`src/rtl/cpu_structs_pkg.sv`:
```
// Shared types and line geometry for the L1 <-> system-memory arbiter.
package cpu_structs_pkg;

  localparam int PC_SZ      = 32;
  localparam int CL_SZ      = 5;
  localparam int ARB_CL_LEN = 1 << CL_SZ;
  localparam int ARB_LA_W   = PC_SZ - CL_SZ;

  typedef enum logic [2:0] {
    IDLE,
    ACCEPT,
    MEM_REQ,
    MEM_RD,
    ACK
  } arb_state_e;

  typedef enum logic {
    SRC_IC,
    SRC_DC
  } arb_src_e;

  // Sized by the package geometry; override top parameters only together with these.
  typedef struct packed {
    logic                    rw;
    logic [ARB_LA_W-1:0]     addr;
    logic [ARB_CL_LEN*8-1:0] wr_data;
  } arb_mem_req_t;

endpackage

```
`src/rtl/arb_pick.sv`:
```
// Winner select for the arbiter plus the last_grant register, which also names the current owner.
// ARB_ROUND_ROBIN_EN selects round-robin on contention; otherwise the I$ always wins.
module arb_pick
  import cpu_structs_pkg::*;
(
  input  logic     clk_in,
  input  logic     reset_in,
  input  logic     ic_valid,
  input  logic     dc_valid,
  input  logic     take,
  output arb_src_e last_grant
);

  arb_src_e winner;
  logic     prefer_ic;

`ifdef ARB_ROUND_ROBIN_EN
  assign prefer_ic = (last_grant == SRC_DC);
`else
  assign prefer_ic = 1'b1;
`endif

  always_comb begin
    winner = SRC_DC;
    if (ic_valid && dc_valid) winner = prefer_ic ? SRC_IC : SRC_DC;
    else if (ic_valid)        winner = SRC_IC;
  end

  // Loaded as the grant is taken, so it holds the owner for the whole transaction.
  always_ff @(posedge clk_in or posedge reset_in) begin
    if (reset_in)  last_grant <= SRC_DC;
    else if (take) last_grant <= winner;
  end

endmodule

```
`src/rtl/l1_sysmem_arbiter.sv`:
```
// Shares one system-memory port between I$ line fills and D$ fills/write-backs, one line at a time.
// Define ARB_ROUND_ROBIN_EN for round-robin arbitration; default build is fixed I$ priority.
module l1_sysmem_arbiter
  import cpu_structs_pkg::*;
#(
  parameter int CL_LEN = ARB_CL_LEN,
  parameter int LA_W   = ARB_LA_W
) (
  input  logic                clk_in,
  input  logic                reset_in,
  input  logic                ic_req_valid,
  input  logic [LA_W-1:0]     ic_req_addr,
  output logic                ic_req_rdy,
  output logic                ic_ack_valid,
  output logic [CL_LEN*8-1:0] ic_ack_data,
  input  logic                ic_ack_rdy,
  input  logic                dc_req_valid,
  input  logic                dc_req_rw,
  input  logic [LA_W-1:0]     dc_req_addr,
  input  logic [CL_LEN*8-1:0] dc_req_wr_data,
  output logic                dc_req_rdy,
  output logic                dc_ack_valid,
  output logic [CL_LEN*8-1:0] dc_ack_data,
  input  logic                dc_ack_rdy,
  output logic                mem_req_valid,
  output logic                mem_req_rw,
  output logic [LA_W-1:0]     mem_req_addr,
  output logic [CL_LEN*8-1:0] mem_req_wr_data,
  input  logic                mem_req_rdy,
  input  logic                mem_rd_valid,
  input  logic [CL_LEN*8-1:0] mem_rd_data
);

  arb_state_e          state_q, state_d;
  arb_src_e            owner;
  arb_mem_req_t        req_q, req_sel;
  logic [CL_LEN*8-1:0] ic_ack_data_q, dc_ack_data_q;
  logic                take;

  assign take = (state_q == IDLE) && (ic_req_valid || dc_req_valid);

  arb_pick u_pick (
    .clk_in     (clk_in),
    .reset_in   (reset_in),
    .ic_valid   (ic_req_valid),
    .dc_valid   (dc_req_valid),
    .take       (take),
    .last_grant (owner)
  );

  // I$ traffic is always a read; its write-data field is unused.
  always_comb begin
    req_sel = '{rw: 1'b1, addr: ic_req_addr, wr_data: '0};
    if (owner == SRC_DC) req_sel = '{rw: dc_req_rw, addr: dc_req_addr, wr_data: dc_req_wr_data};
  end

  always_ff @(posedge clk_in or posedge reset_in) begin
    if (reset_in) state_q <= IDLE;
    else          state_q <= state_d;
  end

  always_comb begin
    state_d       = state_q;
    ic_req_rdy    = 1'b0;
    dc_req_rdy    = 1'b0;
    mem_req_valid = 1'b0;
    ic_ack_valid  = 1'b0;
    dc_ack_valid  = 1'b0;
    unique case (state_q)
      IDLE: if (take) state_d = ACCEPT;
      ACCEPT: begin
        ic_req_rdy = (owner == SRC_IC);
        dc_req_rdy = (owner == SRC_DC);
        state_d    = MEM_REQ;
      end
      MEM_REQ: begin
        mem_req_valid = 1'b1;
        if (mem_req_rdy) state_d = req_q.rw ? MEM_RD : IDLE;
      end
      MEM_RD: if (mem_rd_valid) state_d = ACK;
      ACK: begin
        ic_ack_valid = (owner == SRC_IC);
        dc_ack_valid = (owner == SRC_DC);
        if ((owner == SRC_IC) ? ic_ack_rdy : dc_ack_rdy) state_d = IDLE;
      end
      default: state_d = IDLE;
    endcase
  end

  // Request latch and ack lines; all cleared on reset so every output starts at zero.
  always_ff @(posedge clk_in or posedge reset_in) begin
    if (reset_in) begin
      req_q         <= '0;
      ic_ack_data_q <= '0;
      dc_ack_data_q <= '0;
    end else begin
      if (state_q == ACCEPT) req_q <= req_sel;
      if (state_q == MEM_RD && mem_rd_valid) begin
        if (owner == SRC_IC) ic_ack_data_q <= mem_rd_data;
        else                 dc_ack_data_q <= mem_rd_data;
      end
    end
  end

  assign mem_req_rw      = req_q.rw;
  assign mem_req_addr    = req_q.addr;
  assign mem_req_wr_data = req_q.wr_data;
  assign ic_ack_data     = ic_ack_data_q;
  assign dc_ack_data     = dc_ack_data_q;

  // A requester must keep req_valid up until it has been handed req_rdy.
  ic_hold_a: assert property (@(posedge clk_in) disable iff (reset_in)
    ic_req_valid && !ic_req_rdy |=> ic_req_valid);
  dc_hold_a: assert property (@(posedge clk_in) disable iff (reset_in)
    dc_req_valid && !dc_req_rdy |=> dc_req_valid);

endmodule

```
`config.mk`:
```
export PLATFORM = sky130hd
export DESIGN_NAME = l1_sysmem_arbiter
export DESIGN_NICKNAME = d
export VERILOG_FILES = /design/src/rtl/cpu_structs_pkg.sv /design/src/rtl/arb_pick.sv /design/src/rtl/l1_sysmem_arbiter.sv
export SDC_FILE = /design/constraint.sdc
export NUM_CORES = 1
export LEC_CHECK = 0
export BUFFER_PORTS_ARGS = -buffer_cell sky130_fd_sc_hd__buf_2
export CAP_MARGIN = 15
export CORE_AREA = 2 2 541 543
export DETAILED_ROUTE_END_ITERATION = 8
export DIE_AREA = 0 0 543 545
export GPL_TIMING_DRIVEN = 0
export PLACE_DENSITY_LB_ADDON = 0.25
export SLEW_MARGIN = 20
export SYNTH_ARGS = -nofsm -noshare
export SYNTH_HDL_FRONTEND = slang
export SYNTH_SLANG_ARGS = --single-unit
```
`constraint.sdc`:
```
create_clock -name clk_in -period 28.5 [get_ports clk_in]
set_clock_uncertainty 0.1 [all_clocks]
set_input_delay 2.85 -clock clk_in [delete_from_list [all_inputs] [get_ports clk_in]]
set_output_delay 2.85 -clock clk_in [all_outputs]
set_load 0.005 [all_outputs]
```
==> results of run 1 <==
layer usage:
metal  wire [um]  global-route usage  vias to the layer above  part of all wire
li1            -                   -                    10942                 -
met1       65200               0.121                    12275              0.37
met2       89300               0.205                     1176              0.51
met3       14600              0.0391                      305             0.083
met4        6900              0.0428                       52             0.039
met5         336                   0                        -            0.0019
worst max-delay path by stage:
stage                                      end
after detailed placement      ic_ack_data[189]
after CTS                           dc_req_rdy
final                               dc_req_rdy
after global placement    mem_req_wr_data[164]
after global routing                ic_req_rdy
after floorplan                 dc_ack_data[0]
registers in the layout (all words and copies together) (netlist names):
register           flops
dc_ack_data          256
ic_ack_data          256
mem_req_addr          27
mem_req_rw             1
mem_req_wr_data      256
state_q                3
u_pick.last_grant      1
cells in the mapped netlist (3+ instances only):
library cell	count
buf_8	20
buf_4	6
buf_6	19
o21ai_0	186
nand2_1	541
mux2_2	273
mux2i_1	27
nor2_1	7
buf_2	46
clkbuf_1	60
o21ai_1	100
dfrtp_1	799
a21oi_1	3
mux2_4	240
through the flow:
stage	setup WS [ps]	utilization	TNS [ps]
after floorplan	3090	-	0
after global placement	-8950	0.150	-7021660
after detailed placement	22270	0.150	0
after CTS	22780	0.163	0
after global routing	22760	0.163	0
final	22950	0.163	0
cells by family (layout without fill, tap and decap cells):
family,Yosys count,count (layout)
flops,800,800
other cells,0,13
buf+inv,156,1722
simple gates,556,556
mux,540,540
compound gates,291,291
power by group through the flow:
stage          sequential [W]  clock (W)  combinational [W]
2_1_floorplan         0.00202          0           0.000896
3_3_place_gp          0.00200          0            0.00216
3_5_place_dp          0.00200          0            0.00217
4_1_cts               0.00199    0.00143            0.00217
5_1_grt               0.00206    0.00146            0.00228
6_report              0.00199    0.00137            0.00210
worst max-delay path, delay by kind of cell (launching register included):
family	cells	cell delay, ps
and+or+nand+nor	2	570
DFF	1	350
buffers and inverters	5	880
area by class of cell:
type	instances	area, sq um
Buffer	154	1060
Antenna cell	13	32.5
Inverter	2	15.0
Multi-Input combinational cell	1387	10500
Clock inverter	25	410
Timing Repair Buffer	1385	7150
Sequential cell	800	20000
Tap cell	3900	4880
Clock buffer	156	3080
Fill cell	32449	243000
cells in the final DEF, fill, tap and decap left out, types with 2 or more instances in the layout:
master      synthesis  routed
clkbuf_1           60      82
nand2_1           541     541
mux2_4            240     240
clkbuf_8            0      28
inv_16              0       2
buf_2              46    1421
buf_4               6       6
buf_12              2       3
clkinv_2            0       7
nand4b_1            2       2
clkinvlp_4          0       3
diode_2             0      13
clkbuf_16           0     104
clkbuf_2            0       2
inv_6               0       2
dfrtp_1           799     799
mux2_2            273     273
o21ai_1           100     100
buf_6              19      19
bufinv_16           0       9
buf_8              20      20
mux2i_1            27      27
o21ai_0           186     186
nor2_1              7       6
buf_16              0       9
a21oi_1             3       3
==> flow_summary.toml, run 1 <==
[power_and_ir_drop]
p_leak_nw = 23.2
seq_power_share = 0.364
pwr_density_cell_mw_per_mm2 = 116
switchingPower_w = 0.00198
power_w = 0.00545
p_int_w = 0.00348
p_sw_frac = 0.363
combPwrFrac = 0.384
p_clk_frac = 0.251
vdd_ir_drop_max_uv = 58.1

[timing]
fin_crit_ps = 5550
drv_slew = 0
fin_crit_sh = 0.195
worst_pin_slew_ps = 814
rsz0062_at_grt = "no"
clock.fmax_ghz = 0.180
finalSetupViolations = 0
finalHoldViolations = 0
maxSlewHeadroom = 0.457
holdWs_ps = 374

[setup_path]
crit_path_end_kind = "primary output"
cpPeakStageDelay_ps = 450
cp.required_ps = 25550
r2r_end = "ic_ack_data[190]"
startpoint = "state_q[1]"
cp-start-kind = "register"
regToRegSetupSlack_ps = 25120
critPathKind = "reg2out"
crit_slowest_cell = "or3b_1"
cp_cell_sequence = "buf_4, or3b_1, buf_6, buf_6, buf_2, nor2_1, buf_2"
rr_worst_depth = 5
rr_startpoint = "state_q[2]"
cp_max_fo = 10
arrival_ps = 2600

[place]
dpl-instance-area_sq_mm = 0.0437
portBuffers = 1375
dp_cells = 7628
routabilityCongestion = 0.944
dp_hpwl_mm = 146

[grt]
antenna_found_initial = 76
grt_use_total = 0.114
grt_pass1_wl_mm = 233
grt_pass1_vias = 26230
gr-total-overflow = 0
grt_max_degree = 93

[clock_network]
cts.sinks = 800
ctsRootBufferMaster = "clkbuf_16"
clk_path_buf_depth = 4
cts_hold_buf = 0
ctsResizeCount = 0
cts_tree = "built"
path_clk_slew_ps = 60
insertion_delay_ps = 780
cts_buffers = 104
postCtsSetupRepairBufs = 0
cts.htree.levels = 3

[logic_synthesis]
synth_ff_type = "dfrtp_1"
avgSynthCellArea_sq_um = 13.5
synth_warnings = 0
synthesis.area_sq_mm = 0.0316
syn_nets = 2918
synth_edf_count = 0
yosys.area_share.simple = 0.0669
ys_seq_area_frac = 0.633
synthAdderAreaFrac = 0
ys_ff_latch = 800
yosys.area.top_type = "dfrtp_1"
async_reset_ff_frac = 1.00
synth_top_area_frac = 0.632
synthXorXnorAreaFrac = 0
netlist_instances = 2343
ys_top_cells_by_area = "dfrtp_1 (63%), mux2_4 (11%), mux2_2 (9.7%)"
synth_top_family_by_area = "multiplexers"
synthDistinctLibCells = 28
synth-compound-area-share = 0.0462
synthMuxAreaShare = 0.220

[min_path]
min_path_type = "reg2reg"
hp-start = "mem_req_wr_data[241]"
worstHoldEndpoint = "mem_req_wr_data[241]"
min_path_cells = 2

[floorplan]
die_area_sq_mm = 0.296
start_util = 0.109
row_count = 198
ioPinCount = 1376
die_h_um = 545
fp.dieW_um = 543
core-area_sq_mm = 0.290

[final_layout]
nets = 4409
fin_area_sq_mm = 0.0472
layout-drive-gt1-share = 0.551
final_cells = 7822
areaGrowthSynthToFinish_pct = 49.2

[routing]
drt-pass1-iter-count = 5
wl_mm = 176
drt_iter0_drc = 1048
drc = 0
vias_per_cell = 3.16
vias = 24750
wl_per_cell_um = 22.5
postRouteAntennaNets = 0

[flow_run]
max_cap_violations = 0

[run_status]
status = "completed"
Power figures use the tool's default switching activity.
==> run 2, diff against run 1 <==
--- a/config.mk
+++ b/config.mk
@@ -5,11 +5,12 @@
 export SDC_FILE = /design/constraint.sdc
 export NUM_CORES = 1
 export LEC_CHECK = 0
+export ABC_AREA = 1
 export BUFFER_PORTS_ARGS = -buffer_cell sky130_fd_sc_hd__buf_2
 export CAP_MARGIN = 15
-export CORE_AREA = 2 2 541 543
+export CORE_AREA = 2 2 538 540
 export DETAILED_ROUTE_END_ITERATION = 8
-export DIE_AREA = 0 0 543 545
+export DIE_AREA = 0 0 540 542
 export GPL_TIMING_DRIVEN = 0
 export PLACE_DENSITY_LB_ADDON = 0.25
 export SLEW_MARGIN = 20
==> constraint.sdc (replaced) <==
create_clock -name clk_in -period 5.3 [get_ports clk_in]
set_clock_uncertainty 0.1 [all_clocks]
set_input_delay 0.53 -clock clk_in [delete_from_list [all_inputs] [get_ports clk_in]]
set_output_delay 0.53 -clock clk_in [all_outputs]
set_load 0.005 [all_outputs]
==> run 2 against run 1 <==
Against the previous run:
- critical path depth down 1
- non-clock buffer count up 586
- synthesized cell count increased by 14%
- sequential share of layout area shrank 4.1 points
- via count up 20%
- setup slack worse by 21000 ps
- flip-flop and latch count stayed put
- largest power group unchanged
==> flow_summary.toml, run 2 <==
[logic_synthesis]
avgSynthCellArea_sq_um = 11.4
synthesis.area_sq_mm = 0.0306
synthDistinctLibCells = 24
synth_edf_count = 0
ys_ff_latch = 800
synth_warnings = 0
synth.most_common_cell = "dfrtp_1"
yosys.area.top_type = "dfrtp_1"
ys_seq_area_frac = 0.654
synth_ff_type = "dfrtp_1"
netlist_instances = 2677
ys_top_cells_by_area = "dfrtp_1 (65%), nand2_1 (7.4%), a22o_1 (7.3%)"
async_reset_ff_frac = 1.00
syn_nets = 3252
synth_top_area_frac = 0.653
synthTopCellsByCount = "dfrtp_1 (799), nand2_1 (607), o21ai_1 (285)"

[floorplan]
start_util = 0.107
die_h_um = 542
fp.dieW_um = 540
core-area_sq_mm = 0.287
die_area_sq_mm = 0.293
ioPinCount = 1376
row_count = 197

[place]
routabilityCongestion = 0.975
portBuffers = 1375
dp_hpwl_mm = 200
dpl-instance-area_sq_mm = 0.0428
dp_cells = 7863

[timing]
finalHoldViolations = 0
maxSlewHeadroom = 0.344
fin_setup_tns_ps = 0
rsz0062_at_grt = "no"
clock.fmax_ghz = 0.290
drv_slew = 0
worst_pin_slew_ps = 984
finalSetupViolations = 0
fin_crit_ps = 3450
fin_crit_sh = 0.651

[setup_path]
crit_top_cell = "buf_2"
rr_startpoint = "u_pick.last_grant"
cp_max_fo = 10
crit_slowest_cell = "dfstp_2"
rr_worst_depth = 8
cpPeakStageDelay_ps = 510
arrival_ps = 2820
r2r_end = "mem_req_addr[4]"
critPathKind = "reg2out"
cp.required_ps = 4670
regToRegSetupSlack_ps = 2420
cp_cell_sequence = "clkbuf_2, inv_2, nor2_4, buf_2, buf_2, buf_2"
cp.buffers_inverters = 5
cp-start-kind = "register"
cpLargestDelayFamily = "buffers and inverters"
crit_path_end_kind = "primary output"

[grt]
grt_pass1_vias = 30870
gr-total-overflow = 0
antenna_found_initial = 116
grt_pass1_wl_mm = 309
grt_use_total = 0.157
grt_max_degree = 33

[min_path]
hp-start = "mem_rd_data[144]"
min_path_cells = 3
worstHoldEndpoint = "dc_ack_data[144]"
min_path_type = "in2reg"

[clock_network]
insertion_delay_ps = 820
cts.htree.levels = 3
ctsRootBufferMaster = "clkbuf_16"
cts_tree = "built"
clk_path_buf_depth = 4
path_clk_slew_ps = 60
cts_buffers = 109
cts.sinks = 800
ctsResizeCount = 0

[flow_run]
max_cap_violations = 0

[power_and_ir_drop]
power_w = 0.0296
switchingPower_w = 0.0116
seq_power_share = 0.348
combPwrFrac = 0.379
pwr_density_cell_mw_per_mm2 = 565
vdd_ir_drop_max_uv = 283
p_clk_frac = 0.273
p_leak_nw = 26.5
p_int_w = 0.0180
p_sw_frac = 0.391

[routing]
drc = 0
vias = 29752
drt_iter0_drc = 2045
drt-pass1-iter-count = 5
wl_mm = 237
vias_per_cell = 3.44
wl_per_cell_um = 27.4
postRouteAntennaNets = 0

[final_layout]
fin_area_sq_mm = 0.0523
nets = 5311
areaGrowthSynthToFinish_pct = 70.8
layout-drive-gt1-share = 0.401
final_cell_mix = "buf_2 (1432), dfrtp_1 (799), nand2_1 (607)"
final_cells = 8655
final_common_cell = "buf_2"

[run_status]
status = "completed"
==> run 2: cell types whose count changed in the layout (fill, tap and decap cells not counted), sizes merged, moves of 7 or more <==
cell,delta
diode,+40
nand2,+67
dlygate4sd3,+543
inv,+266
clkbuf,-50
clkinv,+12
nand3,+32
o21ai,+231
buf,+91
nor2,+7
a22o,+256
mux2,-513
mux2i,-27
==> run 2: worst max-delay path by stage <==
stage,start,depth (start not counted),slack (ps),end
2_1_floorplan,reset_in,1,-6310,dc_ack_data[0]
3_3_place_gp,reset_in,2,-12870,ic_ack_data[99]
3_5_place_dp,reset_in,10,2290,mem_req_wr_data[112]
4_1_cts,u_pick.last_grant,6,1680,dc_req_rdy
5_1_grt,u_pick.last_grant,6,1640,dc_req_rdy
6_report,u_pick.last_grant,6,1850,dc_req_rdy
==> run 2: cells by family after synthesis <==
family	synth area share
compound gates	0.179
buf+inv	0.0833
flops	0.654
simple gates	0.0838
==> run 2: power by group through the flow <==
stage | Clock (W) | Combinational [W] | Sequential, W
2_1_floorplan | 0 | 0.00393 | 0.0103
3_3_place_gp | 0 | 0.0109 | 0.0103
3_5_place_dp | 0 | 0.0109 | 0.0103
4_1_cts | 0.00834 | 0.0115 | 0.0102
5_1_grt | 0.00857 | 0.0121 | 0.0105
6_report | 0.00806 | 0.0112 | 0.0103
==> run 2: tightest hold or removal path: cells and delay by family <==
family                 cells  cell delay, ps
AO/OA/AOI/OAI              1              80
buffers and inverters      2             330
==> run 2: cell type report <==
class                      instances  area [sq um]
antenna                           53           133
buffer                           177          1540
clock buffer                     154          3220
clock inverter                    42           642
fill                           32181        235000
inverter                         270          1020
multi-input combinational       1430          8030
sequential                       800         20000
tap                             3781          4730
timing repair buffer            1948         12900
==> run 2: metrics by stage <==
stage | hold WS (ps) | utilization | setup WS [ps]
after floorplan | 376 | - | -6310
after CTS | 5.65 | 0.182 | 1680
final | 76.0 | 0.182 | 1850
after global routing | 42.9 | 0.182 | 1640
after detailed placement | 363 | 0.149 | 2290
after global placement | 363 | 0.147 | -12870
==> run 2: repair_timing <==
| action | in CTS | in global routing |
|---|---|---|
| hold endpoints to repair | 765 | 0 |
| setup buffers | 0 | 0 |
| hold buffers | 543 | 0 |
==> run 2: layer usage <==
metal,track usage,share of wire,up-vias
met5,0,0.0014,-
met4,0.0429,0.029,54
met3,0.0576,0.094,290
met2,0.241,0.43,1383
met1,0.206,0.44,14889
li1,-,-,13136
==> run 3, diff against run 2 <==
--- a/config.mk
+++ b/config.mk
@@ -8,9 +8,9 @@
 export ABC_AREA = 1
 export BUFFER_PORTS_ARGS = -buffer_cell sky130_fd_sc_hd__buf_2
 export CAP_MARGIN = 15
-export CORE_AREA = 2 2 538 540
+export CORE_AREA = 2 2 530 532
 export DETAILED_ROUTE_END_ITERATION = 8
-export DIE_AREA = 0 0 540 542
+export DIE_AREA = 0 0 532 534
 export GPL_TIMING_DRIVEN = 0
 export PLACE_DENSITY_LB_ADDON = 0.25
 export SLEW_MARGIN = 20
==> constraint.sdc (replaced) <==
create_clock -name clk_in -period 2.9 [get_ports clk_in]
set_clock_uncertainty 0.1 [all_clocks]
set_input_delay 0.29 -clock clk_in [delete_from_list [all_inputs] [get_ports clk_in]]
set_output_delay 0.29 -clock clk_in [all_outputs]
set_load 0.005 [all_outputs]
==> run 3 against run 2 <==
Against the previous run:
- power up 76%
- register-to-register slack worse by 2100 ps
- sequential share of layout area about the same
- flip-flop and latch count unchanged
- via count about the same
- non-clock buffer count up 37
- worst hold slack better by 19 ps
- wire length down 5.6%
- largest cell class unchanged
- highest routed layer unchanged
==> flow_summary.toml, run 3 (synthesis results as in run 2) <==
[power_and_ir_drop]
p_sw_frac = 0.388
p_clk_frac = 0.258
seq_power_share = 0.357
p_int_w = 0.0319
power_w = 0.0521
p_leak_nw = 26.5
combPwrFrac = 0.385
switchingPower_w = 0.0202
vdd_ir_drop_max_uv = 459
pwr_density_cell_mw_per_mm2 = 997

[floorplan]
die_area_sq_mm = 0.284
row_count = 194
ioPinCount = 1376
start_util = 0.110
die_h_um = 534
core-area_sq_mm = 0.278
fp.dieW_um = 532

[place]
routabilityCongestion = 0.959
dp_hpwl_mm = 188
portBuffers = 1375
dp_cells = 7806

[grt]
grt_use_total = 0.153
grt_pass1_vias = 31238
antenna_found_initial = 121
grt_max_degree = 34
grt_pass1_wl_mm = 296
gr-total-overflow = 0

[clock_network]
clk_path_buf_depth = 4
path_clk_slew_ps = 60
ctsRootBufferMaster = "clkbuf_16"
insertion_delay_ps = 790
cts_buffers = 105
cts_tree = "built"
cts.htree.levels = 3
cts.sinks = 800

[run_status]
status = "completed"

[final_layout]
areaGrowthSynthToFinish_pct = 70.6
final_cell_mix = "buf_2 (1429), dfrtp_1 (799), nand2_1 (607)"
layout-drive-gt1-share = 0.397
fin_util = 0.188
nets = 5344
final_cells = 8625
final_common_cell = "buf_2"

[setup_path]
cp.required_ps = 2510
cp_max_fo = 10
arrival_ps = 2340
rr_worst_depth = 10
startpoint = "u_pick.last_grant"
rr_startpoint = "state_q[2]"
crit_path_end_kind = "primary output"
critPathKind = "reg2out"
regToRegSetupSlack_ps = 350
cpPeakStageDelay_ps = 510
crit_slowest_cell = "dfstp_2"
r2r_end = "mem_req_addr[9]"
cp_cell_sequence = "clkbuf_2, inv_2, nor2_4, buf_6, buf_8, buf_2"
cp-endpoint = "dc_req_rdy"
cp-start-kind = "register"

[timing]
fin_setup_tns_ps = 0
finalHoldViolations = 0
worst_pin_slew_ps = 838
finalSetupViolations = 0
maxSlewHeadroom = 0.442
drv_slew = 0
fin_crit_sh = 0.942
rsz0062_at_grt = "no"
clock.fmax_ghz = 0.366
holdWs_ps = 95.4
fin_crit_ps = 2730

[routing]
drc = 0
wl_mm = 224
wl_per_cell_um = 26.0
postRouteAntennaNets = 0
vias_per_cell = 3.45
vias = 29747
drt_iter0_drc = 1618
drt-pass1-iter-count = 5

[min_path]
min_path_type = "in2reg"
hp-start = "dc_req_wr_data[214]"

[flow_run]
max_cap_violations = 0
-- run 3: cell count changes in the layout (fill, tap and decap cells not counted), sizes merged --
cell	delta
bufinv	-10
clkinv	+6
dlygate4sd3	+35
clkbuf	-5
clkinvlp	+3
diode	-4
buf	+2
-- run 3: per-stage QoR --
step           instance area [sq um]  setup WS [ps]
2_1_floorplan                  30600          -8470
5_1_grt                        52100           25.7
3_3_place_gp                   42100         -14800
6_report                       52200            168
3_5_place_dp                   42800            179
4_1_cts                        52100           35.4
-- run 3: what timing repair did --
action                                 CTS  global route
pin swaps                                3             0
hold buffers                           578             0
endpoints found under the hold margin  964             0
setup buffers                            3             2
resized for setup                        6             2
setup endpoints to repair                2            63
-- run 3: how the worst min path moves through the flow --
| stage | to | slack, ps | cells past startpoint |
|---|---|---|---|
| after floorplan | state_q[2] | 310 | 2 |
| after global placement | dc_ack_data[244] | 360 | 2 |
| after detailed placement | mem_req_wr_data[11] | 210 | 2 |
| after CTS | mem_req_wr_data[214] | 0.3 | 3 |
| after global routing | mem_req_wr_data[214] | 50 | 3 |
| final | mem_req_wr_data[214] | 100 | 3 |
-- run 3: power by group through the flow --
stage | registers (W) | clock network, W | logic, W
floorplan | 0.0188 | 0 | 0.00718
global placement | 0.0187 | 0 | 0.0191
detailed placement | 0.0186 | 0 | 0.0193
CTS | 0.0185 | 0.0139 | 0.0206
global route | 0.0191 | 0.0143 | 0.0217
finish | 0.0186 | 0.0134 | 0.0201
-- run 3: worst max-delay path, delay by kind of cell, from the launching register on --
family | cells | cell delay [ps]
flops | 1 | 510
buf+inv | 5 | 880
simple gates | 1 | 140
-- run 3: layout make-up --
class	count	area (sq um)
Antenna cell	49	123
Clock inverter	41	415
Timing Repair Buffer	1986	13300
Sequential cell	800	20000
Buffer	176	1550
Inverter	270	1020
Fill cell	31197	226000
Multi-Input combinational cell	1430	8030
Clock buffer	149	3080
Tap cell	3724	4660
-- run 3: metal layers --
metal,vias up,part of all wire,GRT usage
li1,13163,-,-
met4,40,0.025,0.0370
met1,14935,0.43,0.195
met3,260,0.090,0.0553
met2,1349,0.45,0.244
met5,-,0.0011,0
